$ cat config.mk
export PLATFORM = sky130hd
export DESIGN_NAME = counter_updown_mod
export DESIGN_NICKNAME = d
export VERILOG_FILES = /design/src/rtl/counter_updown_mod.sv
export SDC_FILE = /design/constraint.sdc
export NUM_CORES = 1
export LEC_CHECK = 0
export CORE_AREA = 2 2 39 41
export DETAILED_ROUTE_END_ITERATION = 12
export DIE_AREA = 0 0 41 43
export SYNTH_ARGS = -nofsm -noshare
export SYNTH_HDL_FRONTEND = slang
export SYNTH_SLANG_ARGS = --single-unit
$ cat constraint.sdc
create_clock -name clock -period 1.6 [get_ports clock]
set_input_delay 0.16 -clock clock [delete_from_list [all_inputs] [get_ports clock]]
set_output_delay 0.16 -clock clock [all_outputs]
set_load 0.03 [all_outputs]
$ cat src/rtl/counter_updown_mod.sv
`default_nettype none
// ============================================================================
// Module      : counter_updown_mod
// Description : Modulo-N up/down counter with count enable, runtime direction,
//               synchronous clamped parallel load, registered wrap pulse and
//               sticky overflow flag. Synchronous active-low reset.
//               Optional build macro COUNTER_UPDOWN_SATURATE_EN: saturate at
//               the terminal value instead of wrapping; wrap/ovf_sticky then
//               report blocked steps.
//               Parameter legality: WIDTH >= 1, 2 <= MODULUS <= 2**WIDTH,
//               RESET_VAL < MODULUS.
// Revision    : 1.0 - initial release
// ============================================================================
module counter_updown_mod #(
    parameter int WIDTH     = 4,
    parameter int MODULUS   = 2 ** WIDTH,
    parameter int RESET_VAL = 0
) (
    input  logic             clock,
    input  logic             resetn,
    input  logic             en,
    input  logic             up_dn,
    input  logic             load,
    input  logic [WIDTH-1:0] load_val,
    input  logic             ovf_clr,
    output logic [WIDTH-1:0] Q,
    output logic             tc,
    output logic             wrap,
    output logic             ovf_sticky
);

    // Highest legal count; MODULUS-1 always fits in WIDTH bits.
    localparam logic [WIDTH-1:0] c_MAX       = WIDTH'(MODULUS - 1);
    localparam logic [WIDTH-1:0] c_ZERO      = '0;
    localparam logic [WIDTH-1:0] c_ONE       = WIDTH'(1);
    localparam logic [WIDTH-1:0] c_RESET_VAL = WIDTH'(RESET_VAL);

    // Value taken when a step is attempted from the terminal count.
`ifdef COUNTER_UPDOWN_SATURATE_EN
    localparam logic [WIDTH-1:0] c_UP_TERM = c_MAX;   // stick at top
    localparam logic [WIDTH-1:0] c_DN_TERM = c_ZERO;  // stick at bottom
`else
    localparam logic [WIDTH-1:0] c_UP_TERM = c_ZERO;  // roll over to 0
    localparam logic [WIDTH-1:0] c_DN_TERM = c_MAX;   // roll under to top
`endif

    logic [WIDTH-1:0] q_q;
    logic [WIDTH-1:0] q_d;
    logic             wrap_q;
    logic             wrap_d;
    logic             ovf_q;
    logic             ovf_d;

    logic             w_at_max;
    logic             w_at_zero;
    logic             w_tc;
    logic             w_wrap_evt;
    logic             w_load_ok;
    logic [WIDTH-1:0] w_load_clamped;

    assign w_at_max  = (q_q == c_MAX);
    assign w_at_zero = (q_q == c_ZERO);

    // Terminal count: the step at the coming edge (if taken) hits the boundary.
    assign w_tc = en & ((up_dn & w_at_max) | (~up_dn & w_at_zero));

    // Load takes priority over counting, so a load edge never reports a wrap.
    // In saturate builds the same condition marks a blocked step.
    assign w_wrap_evt = w_tc & ~load;

    // load_val < MODULUS, compared one bit wider so MODULUS == 2**WIDTH works.
    assign w_load_ok      = ({1'b0, load_val} <= {1'b0, c_MAX});
    assign w_load_clamped = w_load_ok ? load_val : c_MAX;

    // Next-state selection: load > count > hold (reset handled in the register).
    always_comb begin
        q_d    = q_q;
        wrap_d = 1'b0;
        ovf_d  = ovf_q;

        if (load) begin
            q_d = w_load_clamped;
        end else if (en) begin
            if (up_dn) begin
                q_d = w_at_max ? c_UP_TERM : (q_q + c_ONE);
            end else begin
                q_d = w_at_zero ? c_DN_TERM : (q_q - c_ONE);
            end
        end

        wrap_d = w_wrap_evt;
        // A wrap at the same edge as a clear leaves the flag set.
        ovf_d  = w_wrap_evt | (ovf_q & ~ovf_clr);
    end

    // State registers with synchronous active-low reset.
    always_ff @(posedge clock) begin
        if (!resetn) begin
            q_q    <= c_RESET_VAL;
            wrap_q <= 1'b0;
            ovf_q  <= 1'b0;
        end else begin
            q_q    <= q_d;
            wrap_q <= wrap_d;
            ovf_q  <= ovf_d;
        end
    end

    assign Q          = q_q;
    assign tc         = w_tc;
    assign wrap       = wrap_q;
    assign ovf_sticky = ovf_q;

endmodule
`default_nettype wire

* After elaboration in Yosys (flattened, before gate mapping)
Cells that the tools add are included.
** Storage, ports and cells
- Register bits after elaboration :: 6
- Input bits :: 10
- Output and inout port bits :: 7
- Word-level logic and storage cells :: 23
** Operators by class
- Add/sub/neg operators :: 2
- Eq/ne operators :: 1
- Muxes and demuxes :: 5
- Bitwise operators :: 10
- Reduce and logical (&&, ||, !) cells :: 2
** Operators by type and width (number)
- 2-to-1 mux 4 bit :: 5
- bitwise AND 1 bit :: 5
- adder 4 x 1 -> 4 bit, second input constant :: 1
- equality test 4 bit, second input constant :: 1
- logical NOT 4 bit :: 1
- subtractor 4 x 1 -> 4 bit, second input constant :: 1
- NOT 1 bit :: 3
- OR 1 bit :: 2
- nonzero test 2 bit :: 1

* Longest topological paths before layout
- Depth after elaboration :: 6
- Depth in mapped cells :: 7
- Depth with buffers taken out :: 6

* Worst setup path after synthesis
No wires, ideal clock.
- Path kind :: register to output
- Start point :: register q_q[0], in the netlist Q[0]
- End point :: output tc
- Arrival :: 1605 ps
- Data required time :: 1440 ps
- Slack :: -165 ps
- Cell stages (with the launch flop) :: 8
- Path buffers :: 1
- Cells stage by stage :: dfxtp_1 buf_2 inv_1 ha_1 or3b_4 o21ai_1 nand2_1 inv_1
** Between the ends
- Longest elaborated chain between the ends :: 4
- Elaborated cells on any way between the ends :: 6
- Those cells by class :: eq/ne: 1; bitwise: 4; reduce/logical: 1
** RTL lines
- start: declaration :: RTL line 47 : logic [WIDTH-1:0] q_q;
- start signal: assignment :: RTL line 99 : q_q <= c_RESET_VAL;
- start signal: assignment :: RTL line 103 : q_q <= q_d;
- equality test 4 bit / logical NOT 4 bit (equally long branches) :: RTL line 61, 62
- bitwise AND 1 bit :: RTL line 65 : assign w_tc = en & ((up_dn & w_at_max) | (~up_dn & w_at_zero));
- OR 1 bit * :: RTL line 65
- bitwise AND 1 bit * :: RTL line 65
- end: declaration :: RTL line 27 : output logic tc,
Every way passes the cells marked *; elsewhere a longest branch is shown, timed or not.

* Worst setup path in the final report
Same ends and word-level chain as after synthesis.

==> results.py <==
metrics = {
    "clock_tree": {
        "cts.reportedPaths.clkPinSlew_ns": 0.05,
        "htreeDepth": 1,
        "numCtsBuffers": 3,
        "clock_sinks": 6,
        "clockBufferDepth": 2,
        "worst_skew_pair.late_latency_ns": 0.26,
        "cts_root_buffer": "clkbuf_4",
        "postCtsHoldBufs": 0,
        "tritoncts_clock_tree": "built",
    },
    "global_route": {
        "first_global_vias": 436,
        "grt_overflow_total": 0,
        "gr-max-usage-layer": "met2",
        "global_route.usage.total": 0.160,
        "grt_antenna_before_repair": 0,
        "pin_count_of_the_biggest_net_entering_global_routing": 10,
        "grtUsageMet2": 0.253,
        "grt_pass1_wl_mm": 1.85,
        "use_met1": 0.174,
        "groute.layer.met3.usage": 0.0785,
    },
    "logic_synthesis": {
        "synthDistinctLibCells": 29,
        "synthAdderAreaFrac": 0.0585,
        "seq_area_frac_synth": 0.281,
        "postSynth.asyncResetShare": 0,
        "syn_avg_cell_area_um2": 7.92,
        "synth.yosys.warnings": 0,
        "post_synth_and_or_nand_nor_area_fraction": 0.234,
        "synth_top_cell_by_area": "dfxtp_1",
        "synthMuxAreaShare": 0.0497,
        "synth_enable_flop_cells": 0,
        "synth_flop_cell": "dfxtp_1",
        "post_synth_inst_count": 54,
        "cell_types_with_the_largest_area_share_after_synthesis": "dfxtp_1 28%, ha_1 5.8%, inv_1 4.4%, nand2_1 4.4%, a21oi_1 3.5%",
        "synth_xor_area_frac": 0.0409,
        "postSynthNetCount": 66,
        "synth_compound_gate_area_share": 0.234,
        "ys_ff_latch": 6,
        "largest_family_of_logic_cells_by_synthesized_area": "compound AO/OA/AOI/OAI gates",
        "synth.cell_area_um2": 428,
        "synthDominantCellAreaShare": 0.281,
    },
    "worst_setup_path": {
        "setup.worst_path.end_class": "primary output",
        "timing.critical_path.max_delay_family": "simple AND/OR/NAND/NOR gates",
        "setup.worst_path.class": "reg2out",
        "worst-r2r-cell-count": 7,
        "critical_r2r_capture": "Q[3]$_SDFFE_PN0P_",
        "worst_path_max_delay_cell": "or3b_4",
        "source_of_the_worst_register_to_register_timing_path": "Q[0]$_SDFFE_PN0P_",
        "worstSetupStartpointType": "flop",
        "critical_path.cell_chain": "inv_4 > ha_4 > or3b_4 > o21ai_1 > nand2_1 > inv_2 > buf_6",
        "critPathMaxFanout": 2,
        "path_buf_inv": 3,
        "ff2ff_setup_slack_ns": 0.08,
        "cp_slowest_stage_delay_ns": 0.38,
        "worst-endpoint-arrival_ns": 1.58,
        "cp.required_ns": 1.44,
    },
    "layout": {
        "post-route-cell-area_um2": 692,
        "n_fill_cell": 141,
        "layout-drive-gt1-share": 0.282,
        "num_antenna_cells": 0,
        "area.growth.synth_to_final_pct": 61.7,
        "final_net_count": 91,
    },
    "sta": {
        "worstMarginPinSlew_ns": 0.314,
        "min_period_over_period": 1.09,
        "final_worst_slack_ns": -0.144,
        "final-max-slew-violation-count": 0,
        "maxSlewHeadroom": 0.790,
        "post-route-min-period_ns": 1.74,
        "rsz0062_at_grt": "true",
        "skew_ns": 0.0103,
        "timing.setup.tns_ns": -0.144,
        "setup_viol": 1,
        "fin_hold_ws_ns": 0.485,
        "finalHoldViolations": 0,
        "fmax_mhz": 574,
    },
    "floorplanning": {
        "core_region_area_um2": 1380,
        "initial_core_util": 0.309,
        "chipWidth_um": 41,
        "die_height_um": 43,
        "design.die.area_um2": 1760,
        "ios": 17,
        "placement_rows": 14,
    },
    "run_status": {
        "failed_checks": "setup timing",
        "status": "finished, violations left",
    },
    "route": {
        "route.antenna.remaining_nets": 0,
        "avgRoutedWirePerCell_um": 11.8,
        "drt-pass1-iter-count": 4,
        "post-route-drc-count": 0,
        "finalWirelength_mm": 1.11,
        "vias": 463,
        "post_drt_via_cell_ratio": 4.93,
        "drt-initial-drc-count": 8,
    },
    "place": {
        "finalWeightedCongestion": 0.741,
        "place.detailed.hpwl_um": 802,
        "port_buffers": 16,
        "pre_cts_ws_ns": 0.0355,
        "placedInstanceArea_um2": 629,
    },
    "min_path": {
        "min-delay-path-class": "reg2reg",
        "hold-path-endpoint": "ovf_sticky$_SDFF_PN0_",
        "hold_path_startpoint": "ovf_sticky$_SDFF_PN0_",
        "hold_depth": 2,
    },
    "power": {
        "pwr_density_cell_nw_per_um2": 744,
        "vdd.ir_drop.worst_uv": 354,
        "leakage_nw": 0.306,
    },
    "run": {
        "max_cap_viol_count": 0,
    },
}
[how the worst max path moves through the flow]
stage | from | endpoint | slack [ns] | cells after the start
4_1_cts | Q[0]$_SDFFE_PN0P_ | tc | -0.16 | 7
3_3_place_gp | up_dn | tc | 0.02 | 6
5_1_grt | Q[0]$_SDFFE_PN0P_ | tc | -0.20 | 7
3_5_place_dp | up_dn | tc | 0.04 | 6
6_report | Q[0]$_SDFFE_PN0P_ | tc | -0.14 | 7
2_1_floorplan | Q[0]$_SDFFE_PN0P_ | tc | 0.002 | 7
[cell usage after synthesis (2+ instances only)]
| cell type | number |
|---|---|
| dfxtp_1 | 6 |
| inv_1 | 5 |
| nand2_1 | 5 |
| a21oi_1 | 3 |
| nor2_1 | 3 |
| o21ai_0 | 3 |
| buf_2 | 2 |
| ha_1 | 2 |
| nand3_1 | 2 |
| nand3b_1 | 2 |
| nor3b_1 | 2 |
| o21ai_1 | 2 |
[where the power goes]
group          switching [W]  total (W)  internal [W]
Combinational      0.0000897   0.000189     0.0000992
Sequential        0.00000792   0.000168      0.000160
Clock              0.0000631   0.000158     0.0000950
Total               0.000161   0.000515      0.000354
[flip-flops by register name, indices dropped and copies added (netlist names)]
name / flops
Q: 4
ovf_sticky: 1
wrap: 1
[final cells by class]
class	count	area, um2	area share
Sequential cell	6	125	0.181
Tap cell	16	20.0	0.0289
Inverter	5	21.3	0.0307
Multi-Input combinational cell	39	277	0.400
Clock buffer	4	26.3	0.0380
Timing Repair Buffer	24	223	0.322
[cells in the final DEF, fill, tap and decap left out, types with 2 or more instances in the layout]
master           instances
o21ai_0                  3
nand3_1                  2
buf_4                    8
inv_2                    2
o21ai_1                  2
nor3b_1                  2
inv_1                    2
dfxtp_1                  4
nand3b_1                 2
clkbuf_4                 3
nor2_1                   3
nand2_1                  5
clkdlybuf4s50_1         13
a21oi_1                  3
[logic make-up (layout without fill, tap and decap cells)]
group,after synthesis,in the layout
XOR/XNOR,2,2
buffers and inverters,9,33
flip-flops,6,6
AO/OA/AOI/OAI,15,15
adder cells (fa/ha/maj),2,2
multiplexers,2,2
AND/OR/NAND/NOR,18,18
[metrics by stage]
step	total power, W	cells	utilization
global route	0.000556	94	0.500
CTS	0.000518	93	0.490
global placement	0.000341	88	0.455
finish	0.000515	94	0.500
floorplan	0.000275	54	-
detailed placement	0.000341	88	0.455
[worst reg2reg max path: cells and delay by family (launching register included)]
kind | cells | cell delay, ns
DFF | 1 | 0.35
adders and majority gates | 1 | 0.15
AOI/OAI and AO/OA | 3 | 0.60
buffers and inverters | 3 | 0.27
[routing by layer]
metal	up-vias	part of all wire	wire [um]
met1	213	0.43	476
li1	236	-	-
met5	-	0	0
met4	0	0	0
met3	0	0.059	66
met2	14	0.51	569
[what timing repair did]
action                     4_1_cts  5_1_grt
gates resized for setup          6        3
pin swaps                        2        2
buffers inserted                 1        1
setup endpoints to repair        1        2
(Power assumes the default switching activity.)
